==> src/rtl/booth_mult_param.sv <==
// Sequential radix-4 Booth multiplier: one recoded multiplier digit per clock,
// launched on a start rising edge, result held under a done/ack handshake.
module booth_mult_param #(
  parameter int WIDTH = 16  // even, >= 4
) (
  input  logic               clk,
  input  logic               resetn,
  input  logic               start,
  input  logic               ack,
  input  logic               signed_mode,
  input  logic               irq_enable,
  input  logic [WIDTH-1:0]   data_a,
  input  logic [WIDTH-1:0]   data_b,
  output logic               busy,
  output logic               done,
  output logic               irq,
  output logic [2*WIDTH-1:0] result
);

  localparam int EW = WIDTH + 2;  // operands extended by two bits (sign or zero)
  localparam int PW = WIDTH + 3;  // partial product wide enough for -2A of the most negative operand
  localparam int LW = WIDTH + 3;  // extended multiplier plus the implicit b[-1] bit
  localparam int CW = $clog2(WIDTH / 2 + 2);

  localparam logic [CW-1:0] N_SIGNED   = CW'(WIDTH / 2);
  localparam logic [CW-1:0] N_UNSIGNED = CW'(WIDTH / 2 + 1);
  localparam logic [CW-1:0] CNT_ONE    = CW'(1);

  localparam logic [1:0] S_IDLE = 2'd0;
  localparam logic [1:0] S_CALC = 2'd1;
  localparam logic [1:0] S_DONE = 2'd2;

  logic [1:0]           r_state;
  logic                 r_start_q;
  logic                 r_mode;
  logic                 r_busy;
  logic                 r_done;
  logic [CW-1:0]        r_cnt;
  logic [EW-1:0]        r_a;
  logic signed [PW-1:0] r_hi;
  logic [LW-1:0]        r_lo;
  logic [2*WIDTH-1:0]   r_result;

  logic                 w_launch;
  logic [EW-1:0]        w_a_ext;
  logic [EW-1:0]        w_b_ext;
  logic signed [PW-1:0] w_pp;
  logic [2*WIDTH-1:0]   w_product;

  function automatic logic signed [PW-1:0] booth_term(input logic [2:0] trip,
                                                      input logic [EW-1:0] a);
    logic signed [PW-1:0] a1;
    logic signed [PW-1:0] a2;
    a1 = {a[EW-1], a};
    a2 = {a, 1'b0};
    case (trip)
      3'b001, 3'b010: booth_term = a1;
      3'b011:         booth_term = a2;
      3'b100:         booth_term = -a2;
      3'b101, 3'b110: booth_term = -a1;
      default:        booth_term = '0;
    endcase
  endfunction

  // Launch detect, operand extension, Booth step and final product alignment
  always_comb begin
    w_launch = (r_state == S_IDLE) && start && !r_start_q;
    if (signed_mode) begin
      w_a_ext = {{2{data_a[WIDTH-1]}}, data_a};
      w_b_ext = {{2{data_b[WIDTH-1]}}, data_b};
    end else begin
      w_a_ext = {2'b00, data_a};
      w_b_ext = {2'b00, data_b};
    end
    w_pp = r_hi + booth_term(r_lo[2:0], r_a);
    // Signed mode retires WIDTH multiplier bits, unsigned mode WIDTH+2, so the product sits at a different offset
    if (r_mode) begin
      w_product = {r_hi[WIDTH-1:0], r_lo[LW-1:3]};
    end else begin
      w_product = {r_hi[WIDTH-3:0], r_lo[LW-1:1]};
    end
  end

  // Control FSM and datapath registers
  always_ff @(posedge clk or negedge resetn) begin
    if (!resetn) begin
      r_state   <= S_IDLE;
      r_start_q <= 1'b1;
      r_mode    <= 1'b0;
      r_busy    <= 1'b0;
      r_done    <= 1'b0;
      r_cnt     <= '0;
      r_a       <= '0;
      r_hi      <= '0;
      r_lo      <= '0;
      r_result  <= '0;
    end else begin
      r_start_q <= start;
      case (r_state)
        S_IDLE: begin
          if (w_launch) begin
            r_a     <= w_a_ext;
            r_hi    <= '0;
            r_lo    <= {w_b_ext, 1'b0};
            r_mode  <= signed_mode;
            r_cnt   <= signed_mode ? N_SIGNED : N_UNSIGNED;
            r_busy  <= 1'b1;
            r_state <= S_CALC;
          end
        end
        S_CALC: begin
          if (r_cnt != '0) begin
            r_hi  <= {{2{w_pp[PW-1]}}, w_pp[PW-1:2]};
            r_lo  <= {w_pp[1:0], r_lo[LW-1:2]};
            r_cnt <= r_cnt - CNT_ONE;
          end else begin
            r_result <= w_product;
            r_done   <= 1'b1;
            r_state  <= S_DONE;
          end
        end
        S_DONE: begin
          if (ack) begin
            r_done  <= 1'b0;
            r_busy  <= 1'b0;
            r_state <= S_IDLE;
          end
        end
        default: begin
          r_done  <= 1'b0;
          r_busy  <= 1'b0;
          r_state <= S_IDLE;
        end
      endcase
    end
  end

  assign busy   = r_busy;
  assign done   = r_done;
  assign result = r_result;
  assign irq    = r_done & irq_enable;

endmodule
==> config.mk <==
export PLATFORM = sky130hd
export DESIGN_NAME = booth_mult_param
export DESIGN_NICKNAME = d
export VERILOG_FILES = /design/src/rtl/booth_mult_param.sv
export SDC_FILE = /design/constraint.sdc
export NUM_CORES = 1
export LEC_CHECK = 0
export ABC_AREA = 1
export CAP_MARGIN = 20
export CORE_MARGIN = 8
export CORE_UTILIZATION = 40
export DETAILED_ROUTE_END_ITERATION = 7
export GPL_TIMING_DRIVEN = 1
export SLEW_MARGIN = 30
export SYNTH_ARGS = -nofsm -noshare
export SYNTH_HDL_FRONTEND = slang
export SYNTH_SLANG_ARGS = --single-unit
==> constraint.sdc <==
create_clock -name clk -period 5.8 [get_ports clk]
set_input_delay 0.58 -clock clk [delete_from_list [all_inputs] [get_ports clk]]
set_output_delay 0.58 -clock clk [all_outputs]
set_load 0.005 [all_outputs]
==> results of run 1 <==
==> power groups by stage <==
| stage | Sequential, mW | Combinational [mW] | Clock [mW] |
|---|---|---|---|
| 2_1_floorplan | 1.23 | 2.27 | 0 |
| 3_3_place_gp | 1.32 | 3.06 | 0 |
| 3_5_place_dp | 1.33 | 3.07 | 0 |
| 4_1_cts | 1.32 | 3.08 | 0.589 |
| 5_1_grt | 1.38 | 3.51 | 0.614 |
| 6_report | 1.32 | 3.07 | 0.572 |
==> state kept, by name, indices dropped and copies added, names as in the netlist <==
name and count:
r_state 2, done 1, r_hi 17, r_start_q 1
r_cnt 4, r_a 17, result 32, r_lo 19
r_mode 1, busy 1
==> cells by family after synthesis <==
kind of cell               after synthesis  synth area share, %
and+or+nand+nor                        368                 26.6
DFF                                     95                 41.3
AOI/OAI and AO/OA                      167                 17.2
adders and majority gates               22                 4.92
xor gates and xnor gates                14                 2.13
buffers and inverters                  110                 7.89
==> cell usage after synthesis <==
cell type  instances  area [um2]
inv_1             71         267
inv_2              5        18.8
nor2_1            74         278
nand4_1           10        62.6
dfstp_2            1        26.3
buf_1              2        7.51
clkinv_1           2        7.51
a31oi_1           35         219
nand2_4            1        11.3
a22oi_1            2        15.0
nor3_1             6        30.0
o22a_1             1        8.76
o211ai_1          16         120
a21oi_1           28         140
nor4_4             1        21.3
buf_4              2        15.0
or2_2              4        25.0
o211ai_2           1        12.5
buf_2              9        45.0
xnor2_1            4        35.0
o2111ai_1          5        43.8
buf_8              2        30.0
and2_1             1        6.26
ha_1              21         263
o21ai_1            7        35.0
nand3_1           37         185
dfrtp_1           94        2350
o22ai_1            7        43.8
nand3b_1           4        30.0
a21o_1             1        7.51
nor2_4             2        22.5
o21a_1             1        7.51
nand2_1          228         856
o21bai_1           4        30.0
xor2_1            10        87.6
o221ai_1           1        8.76
o21ai_0           57         285
clkbuf_1          17        63.8
a221o_1            1        10.0
fa_1               1        20.0
==> critical path, stage by stage (launching register included) <==
cell	delay (ns)
dfrtp_1	0.36
inv_1	0.14
ha_1	0.26
nand3_1	0.17
nor3_1	0.42
nand2_1	0.11
o21ai_0	0.18
inv_1	0.09
nand2_1	0.06
nand4_1	0.13
ha_1	0.39
a21oi_1	0.21
inv_1	0.06
a31oi_1	0.22
nor2_1	0.07
nor2_1	0.12
nand3_1	0.09
nand2_1	0.05
o21ai_0	0.06
==> metrics by stage <==
step | hold WS, ns | power, mW | utilization [%] | setup slack, ns | area (um2)
final | 0.113 | 4.96 | 47.9 | 2.47 | 6850
after detailed placement | 0.469 | 4.40 | 45.9 | 2.51 | 6570
after global placement | 0.469 | 4.37 | 45.9 | 2.38 | 6570
after floorplan | 0.284 | 3.51 | - | 3.12 | 5750
after global routing | 0.124 | 5.50 | 47.9 | 2.06 | 6850
after CTS | 0.112 | 4.99 | 47.9 | 2.49 | 6850
==> cell type report <==
type	count	area [um2]	share of cell area (%)
clock buffers	12	246	3.60
clock inverters	4	30.0	0.438
inverters	78	293	4.27
multi-input cells	571	2930	42.8
flip-flops and latches	95	2380	34.7
well taps	184	230	3.36
repair buffers	75	744	10.9
==> layer usage <==
metal | up-vias | global-route usage [%] | part of all wire, % | routed length [um]
met4 | 0 | 5.92 | 1.6 | 238
met5 | - | 0 | 0 | 0
met3 | 16 | 2.92 | 4.2 | 631
li1 | 2699 | - | - | -
met1 | 2457 | 23.5 | 49 | 7430
met2 | 102 | 26.2 | 45 | 6890
==> path summary, 6_finish.rpt <==
| path | slack, ns | depth (start not counted) | endpoint |
|---|---|---|---|
| max | 2.47 | 18 | r_hi[15]$_DFFE_PN0P_ |
| min | 0.11 | 1 | r_cnt[2]$_DFFE_PN0P_ |
| max reg2reg | 2.47 | 18 | r_hi[15]$_DFFE_PN0P_ |
| min reg2reg | 0.49 | 2 | r_cnt[3]$_DFFE_PN0P_ |
| max in group asynchronous | 4.72 | 2 | result[28]$_DFFE_PN0P_ |
| min in group clk | 0.49 | 2 | r_cnt[3]$_DFFE_PN0P_ |
==> reports/results.ini, run 1 <==
[synth]
ys_warn_count = 0
syn-num-nets = 836
seq_area_frac_synth_pct = 41.3
syn_avg_cell_area_um2 = 7.41
synth_cell_type_count = 40
synthCells = 776
synth-seq-cells = 95
syn-cell-area_mm2 = 0.00575

[drt]
drtAntennaViolNets = 0
wl_mm = 15.2
drtIter0Drc = 326
wire_per_inst_um = 14.9
vias_per_cell = 5.18
drcViolationCount = 0
vias = 5274
drt-pass1-iter-count = 6

[grt]
grt_pass1_vias = 4819
grt_pass1_wl_mm = 25.1
grt_util_all_layers_pct = 17.0
grt_max_degree = 74
antenna_found_initial = 0
gr-total-overflow = 0

[critical_path]
cp_max_fo = 7
startpoint_type = flop
arrival_ns = 3.56
critical_path_class = reg -> reg
worstPathRequired_ns = 6.03
r2r-start = r_a[1]$_DFFE_PN0P_
crit_start = r_a[1]$_DFFE_PN0P_
end_kind = flop

[finish]
mostFrequentLayoutCells = nand2_1, dfrtp_1, nor2_1
fill_cells = 1449
nNetsFinal = 890
n_antenna_cell = 0
final_common_cell = nand2_1
layoutNonFillerInstCount = 1019
area_growth_pct = 19.1
drive_gt1_share_pct = 4.43

[pwr]
p_per_area_mw_per_mm2 = 724
share_seq_of_total_power_pct = 26.6
swShare_pct = 49.2
leakagePower_nw = 3.07
p_int_mw = 2.52
p_clk_share_pct = 11.5
vdd_drop_max_mv = 0.366
comb_power_share_pct = 61.9
p_switching_mw = 2.44

[timing]
worst_pin_slew_ns = 0.732
relSlewSlack_pct = 51.1
fin_skew_ns = 0.00855
drv_slew = 0
fin_crit_sh_pct = 57.4
hold_viol = 0
fin_crit_ns = 3.33
setup_tns_ns = 0
grt_setup_unrepaired = false
fmax_mhz = 301
setup_viol = 0

[clock_tree]
cts_root_buf = clkbuf_16
numClockSinks = 95
cts_hold_buf = 0
clk_latency_ns = 0.35
cts_tree = yes
ctsLongestPathBuffers = 2
htreeDepth = 3
cts_resized = 0
path_clk_slew_ns = 0.07
numCtsBuffers = 9
cts_setup_buffers = 0

[place]
dpl.hpwl_mm = 11.4
place_congestion = 0.879
place_inst = 1003
io_buffers = 72

[floorplan]
core_area_mm2 = 0.0143
rows = 44
start_util_pct = 40.2
dieArea_mm2 = 0.0185
die_width_um = 136
ios = 73
die_h_um = 136

[min_path]
hp-class = in -> async

[status]
status = complete, no violations

[flow_run]
max-cap-violations = 0

Power figures use the tool's default switching activity.
==> inputs of run 2 (changes only) <==
Clock period 5.8 ns to 3.5 ns, I/O delays scaled along.
==> run 2 against run 1 <==
  * The run now ends with negative hold slack left
  * Setup slack worse by 2.1 ns
  * Flip-flop and latch count stayed put
  * Combinational power is 69% higher
  * Cell count is 0.39% higher
  * Core utilization is 0.61 points higher
  * Register-to-register slack worse by 2.1 ns
  * Clock-buffer cell count is 2 lower
  * Wire length is 4.3% lower
==> reports/results.ini, run 2 (synthesis gave the netlist of run 1 again) <==
[timing]
hold_slack_ns = -0.00308  ; -0.116 ns
setup_tns_ns = 0  ; unchanged
hold_viol = 1  ; +1
fin_skew_ns = 0.0110  ; +0.00243 ns
worst_pin_slew_ns = 0.610  ; -0.122 ns
drv_slew = 0  ; unchanged
fin_ws_ns = 0.335  ; -2.14 ns
relSlewSlack_pct = 59.3  ; +8.3 points
setup_viol = 0  ; unchanged
fin_crit_ns = 3.17  ; -0.162 ns
fmax_mhz = 316  ; +5.1%
fin_crit_sh_pct = 90.4  ; +33 points
grt_setup_unrepaired = false

[clock_tree]
numClockSinks = 95  ; unchanged
cts_root_buf = clkbuf_16
cts_hold_buf = 0  ; unchanged
path_clk_slew_ns = 0.08  ; about the same
numCtsBuffers = 9  ; unchanged
htreeDepth = 3  ; unchanged
cts_setup_buffers = 0  ; unchanged
cts_tree = yes
ctsLongestPathBuffers = 2  ; unchanged
clk_latency_ns = 0.35  ; about the same

[finish]
nNetsFinal = 894  ; +0.45%
drive_gt1_share_pct = 5.24  ; +0.81 points
n_antenna_cell = 0  ; unchanged
final_common_cell = nand2_1
mostFrequentLayoutCells = nand2_1, dfrtp_1, nor2_1
largest_register_ffs = 32  ; unchanged
layoutNonFillerInstCount = 1023  ; +0.39%
fill_cells = 1443  ; -0.41%
area_growth_pct = 20.7

[drt]
drcViolationCount = 0  ; unchanged
vias_per_cell = 5.10  ; -1.4%
drtIter0Drc = 405  ; +24%
wl_mm = 14.5  ; -4.3%
drt-pass1-iter-count = 5  ; -1
vias = 5219  ; -1.0%
wire_per_inst_um = 14.2  ; -4.7%
drtAntennaViolNets = 0  ; unchanged

[pwr]
vdd_drop_max_mv = 0.392  ; +7.0%
p_per_area_mw_per_mm2 = 1200  ; +66%
leakagePower_nw = 3.12  ; +1.4%

[critical_path]
path_buf_inv = 1  ; -2
cp_max_fo = 7  ; unchanged
worstPathRequired_ns = 3.74  ; -2.29 ns
r2r-end = r_hi[14]$_DFFE_PN0P_
startpoint_type = flop
cp_common_cell = nand2_1
regToRegSetupSlack_ns = 0.33  ; -2.14 ns
end_kind = flop
critical_path.max_stage_delay_ns = 0.42  ; about the same
r2r-start = r_a[2]$_DFFE_PN0P_
crit_start = r_a[2]$_DFFE_PN0P_
crit_chain = inv_1 -> nand3_1 -> nor2_2 -> nand2_1 -> nor2_1 -> nand2_1 -> xor2_1 -> nand2_1 -> o2111ai_1 -> ha_1 -> nand2_1 -> nand2_1 -> a31oi_1 -> nor2_1 -> nor3_1 -> nand3_1 -> nand2_1 -> o21ai_0
arrival_ns = 3.41  ; -0.15 ns
critical_path_class = reg -> reg
cp_slowest_cell = dfrtp_1
critPathTopFamily = simple AND/OR/NAND/NOR gates
r2r_cells = 18  ; unchanged

[grt]
grt_pass1_vias = 4987  ; +3.5%
grt_pass1_wl_mm = 25.0  ; -0.58%
grt_max_degree = 65  ; -12%
gr-total-overflow = 0  ; unchanged
antenna_found_initial = 0  ; unchanged
grt_util_all_layers_pct = 16.6  ; -0.33 points

[floorplan]
die_width_um = 136  ; unchanged
ios = 73  ; unchanged
start_util_pct = 40.2  ; unchanged
die_h_um = 136  ; unchanged
rows = 44  ; unchanged
dieArea_mm2 = 0.0185  ; unchanged
core_area_mm2 = 0.0143  ; unchanged

[place]
place_congestion = 0.893  ; +1.6%
io_buffers = 72  ; unchanged
place_inst = 1007  ; +0.40%
dpl.hpwl_mm = 10.9  ; -4.0%
pre_cts_ws_ns = 0.320  ; -2.19 ns

[status]
failed_checks = negative hold slack
status = complete, but fails checks

[min_path]
hp-class = in -> async

[flow_run]
max-cap-violations = 0  ; unchanged

==> run 2: metal layers <==
layer | vias to the layer above | share of wire, % | GRT usage [%]
li1 | 2699 | - | -
met1 | 2380 | 50 | 23.5
met2 | 127 | 44 | 25.5
met3 | 13 | 4.2 | 2.18
met4 | 0 | 1.5 | 6.04
met5 | - | 0 | 0
==> run 2: cell type report <==
type	count	area (um2)	share of cell area (%)
clock buffer	10	239	3.44
multi-input combinational	571	2940	42.4
tap	184	230	3.32
sequential	95	2380	34.3
timing repair buffer	79	783	11.3
inverter	78	293	4.22
clock inverter	6	73.8	1.06
==> run 2: repair_timing <==
item	in CTS	in global routing
resized for setup	0	4
hold endpoints to repair	0	0
setup endpoints to repair	0	6
==> run 2: power by group <==
part | leakage, nW | internal (mW) | switching (mW) | total [mW]
combinational | 1.83 | 2.02 | 3.16 | 5.18
sequential | 1.14 | 1.68 | 0.440 | 2.12
clock | 0.148 | 0.584 | 0.452 | 1.04
total | 3.12 | 4.29 | 4.05 | 8.34
==> run 2: how the worst max path moves through the flow <==
stage / to / depth (start not counted)
2_1_floorplan: r_hi[15]$_DFFE_PN0P_ / 19
3_3_place_gp: r_hi[14]$_DFFE_PN0P_ / 18
3_5_place_dp: r_hi[14]$_DFFE_PN0P_ / 17
4_1_cts: r_hi[15]$_DFFE_PN0P_ / 18
5_1_grt: r_hi[12]$_DFFE_PN0P_ / 18
6_report: r_hi[14]$_DFFE_PN0P_ / 18
==> run 2: metrics by stage <==
| step | area (um2) | power, mW | util (%) |
|---|---|---|---|
| after global placement | 6610 | 7.20 | 46.2 |
| after floorplan | 5750 | 5.81 | - |
| after detailed placement | 6610 | 7.27 | 46.2 |
| after CTS | 6930 | 8.34 | 48.4 |
| after global routing | 6940 | 9.25 | 48.5 |
| final | 6940 | 8.34 | 48.5 |
==> inputs of run 3 (changes only) <==
Settings changed: SKIP_LAST_GASP set to 1.
==> run 3 against run 2 <==
  * The flow still finishes with violations (negative hold slack)
  * Clock skew hardly changed
  * Hold slack barely moved
  * Sequential power about the same
  * Core utilization decreased by 0.061 points
  * Critical endpoint unchanged
  * Largest cell class unchanged
==> reports/results.ini, run 3 (synthesis gave the netlist of run 1 again) <==
[clock_tree]
cts_hold_buf = 0  ; unchanged
cts_root_buf = clkbuf_16
path_clk_slew_ns = 0.08  ; about the same
cts_resized = 0  ; unchanged
numClockSinks = 95  ; unchanged
ctsLongestPathBuffers = 2  ; unchanged
cts_setup_buffers = 0  ; unchanged
clk_latency_ns = 0.36  ; about the same
htreeDepth = 3  ; unchanged
numCtsBuffers = 9  ; unchanged
cts_tree = yes

[flow_run]
max-cap-violations = 0  ; unchanged

[floorplan]
dieArea_mm2 = 0.0185  ; unchanged
start_util_pct = 40.2  ; unchanged
die_width_um = 136  ; unchanged
ios = 73  ; unchanged
die_h_um = 136  ; unchanged
core_area_mm2 = 0.0143  ; unchanged
rows = 44  ; unchanged

[critical_path]
critical_path.max_stage_delay_ns = 0.42  ; about the same
worstPathRequired_ns = 3.74  ; about the same
cp_common_cell = nand2_1
arrival_ns = 3.41  ; about the same
critPathTopFamily = simple AND/OR/NAND/NOR gates
crit_start = r_a[2]$_DFFE_PN0P_
path_buf_inv = 1  ; unchanged
startpoint_type = flop
r2r-start = r_a[2]$_DFFE_PN0P_
critical_path_class = reg -> reg
cp_slowest_cell = dfrtp_1
crit_chain = inv_1 -> nand3_1 -> nor2_2 -> nand2_1 -> nor2_1 -> nand2_1 -> xor2_1 -> nand2_1 -> o2111ai_1 -> ha_1 -> nand2_1 -> nand2_1 -> a31oi_1 -> nor2_1 -> nor3_1 -> nand3_1 -> nand2_1 -> o21ai_0
end_kind = flop
cp_max_fo = 7  ; unchanged

[timing]
fin_skew_ns = 0.0113  ; +0.000347 ns
hold_viol = 1  ; unchanged
grt_setup_unrepaired = true
setup_viol = 0  ; unchanged
relSlewSlack_pct = 59.3  ; about the same
worst_pin_slew_ns = 0.611  ; +0.000878 ns
drv_slew = 0  ; unchanged
hold_slack_ns = -0.00279  ; +0.000288 ns
fin_crit_ns = 3.17  ; +0.00638 ns
fin_crit_sh_pct = 90.6  ; +0.18 points
fmax_mhz = 315  ; -0.20%

[drt]
wire_per_inst_um = 14.2  ; about the same
drtAntennaViolNets = 0  ; unchanged
drtIter0Drc = 401  ; -0.99%
vias = 5196  ; -0.44%
drt-pass1-iter-count = 5  ; unchanged
drcViolationCount = 0  ; unchanged
vias_per_cell = 5.08  ; -0.44%
wl_mm = 14.5  ; about the same

[finish]
n_antenna_cell = 0  ; unchanged
final_common_cell = nand2_1
final-seq-area_mm2 = 0.00238  ; unchanged
area_growth_pct = 20.5
multi_input_area_mm2 = 0.00294  ; -0.30%
largest_register_ffs = 32  ; unchanged
drive_gt1_share_pct = 5.13  ; -0.12 points
fin_area_mm2 = 0.00693  ; -0.13%
fill_cells = 1445  ; +0.14%
nNetsFinal = 894  ; unchanged
mostFrequentLayoutCells = nand2_1, dfrtp_1, nor2_1

[grt]
grt_util_all_layers_pct = 16.6  ; unchanged
grt_max_degree = 65  ; unchanged
grt_pass1_wl_mm = 25.0  ; unchanged
gr-total-overflow = 0  ; unchanged
antenna_found_initial = 0  ; unchanged
grt_pass1_vias = 4987  ; unchanged

[place]
io_buffers = 72  ; unchanged
dpl.hpwl_mm = 10.9  ; unchanged
dpl_cell_area_mm2 = 0.00661  ; unchanged
place_congestion = 0.893  ; unchanged

[pwr]
vdd_drop_max_mv = 0.392  ; about the same
p_per_area_mw_per_mm2 = 1200  ; -0.14%
leakagePower_nw = 3.11  ; -0.12%

[min_path]
hp-class = in -> async

[status]
failed_checks = negative hold slack
status = complete, but fails checks

==> run 3: changes by cell type in the layout (fill, tap and decap cells not counted) <==
cell    before  now
nor3_2       0    1
nor3_4       1    0
ha_2         1    0
ha_1        20   21
==> run 3: worst paths after layout <==
check                                        to  depth (start not counted)  slack [ns]
setup / recovery           r_hi[14]$_DFFE_PN0P_                         18        0.33
min in group clk            r_start_q$_DFF_PN1_                          1        0.44
hold reg to reg            r_cnt[3]$_DFFE_PN0P_                          2        0.51
hold / removal                 done$_DFFE_PN0P_                          1      -0.003
max in group asynchronous   r_hi[7]$_DFFE_PN0P_                          2        2.83
setup reg to reg           r_hi[14]$_DFFE_PN0P_                         18        0.33
==> run 3: per-layer routing <==
layer,vias up,wire [um],GRT usage [%]
li1,2698,-,-
met4,0,213,6.04
met1,2354,7280,23.5
met3,13,615,2.18
met5,-,0,0
met2,131,6410,25.5
==> run 3: metrics by stage <==
stage,worst slack (ns),util [%],cells,setup TNS [ns],power (mW)
5_1_grt,-0.0329,48.4,1023,-0.0329,9.24
3_3_place_gp,0.284,46.2,1007,0,7.20
2_1_floorplan,0.819,-,776,0,5.81
6_report,0.329,48.4,1023,0,8.32
4_1_cts,0.295,48.4,1023,0,8.34
3_5_place_dp,0.320,46.2,1007,0,7.27
==> run 3: power by group <==
| part | internal (mW) | switching (mW) | total, mW |
|---|---|---|---|
| logic | 2.02 | 3.14 | 5.16 |
| registers | 1.68 | 0.440 | 2.12 |
| clock network | 0.584 | 0.452 | 1.04 |
| total | 4.28 | 4.04 | 8.32 |
==> run 3: area by class of cell <==
| type | count | area share, % |
|---|---|---|
| sequential | 95 | 34.3 |
| tap | 184 | 3.32 |
| clock inverter | 6 | 1.06 |
| inverter | 78 | 4.22 |
| multi-input combinational | 571 | 42.3 |
| clock buffer | 10 | 3.45 |
| timing repair buffer | 79 | 11.3 |
==> run 3: worst register-to-register path: stages, from the launching register on <==
cell	delay [ns]
dfrtp_1	0.42
inv_1	0.12
nand3_1	0.17
nor2_2	0.22
nand2_1	0.12
nor2_1	0.21
nand2_1	0.09
xor2_1	0.16
nand2_1	0.07
o2111ai_1	0.13
ha_1	0.40
nand2_1	0.10
nand2_1	0.06
a31oi_1	0.20
nor2_1	0.07
nor3_1	0.27
nand3_1	0.11
nand2_1	0.07
o21ai_0	0.06
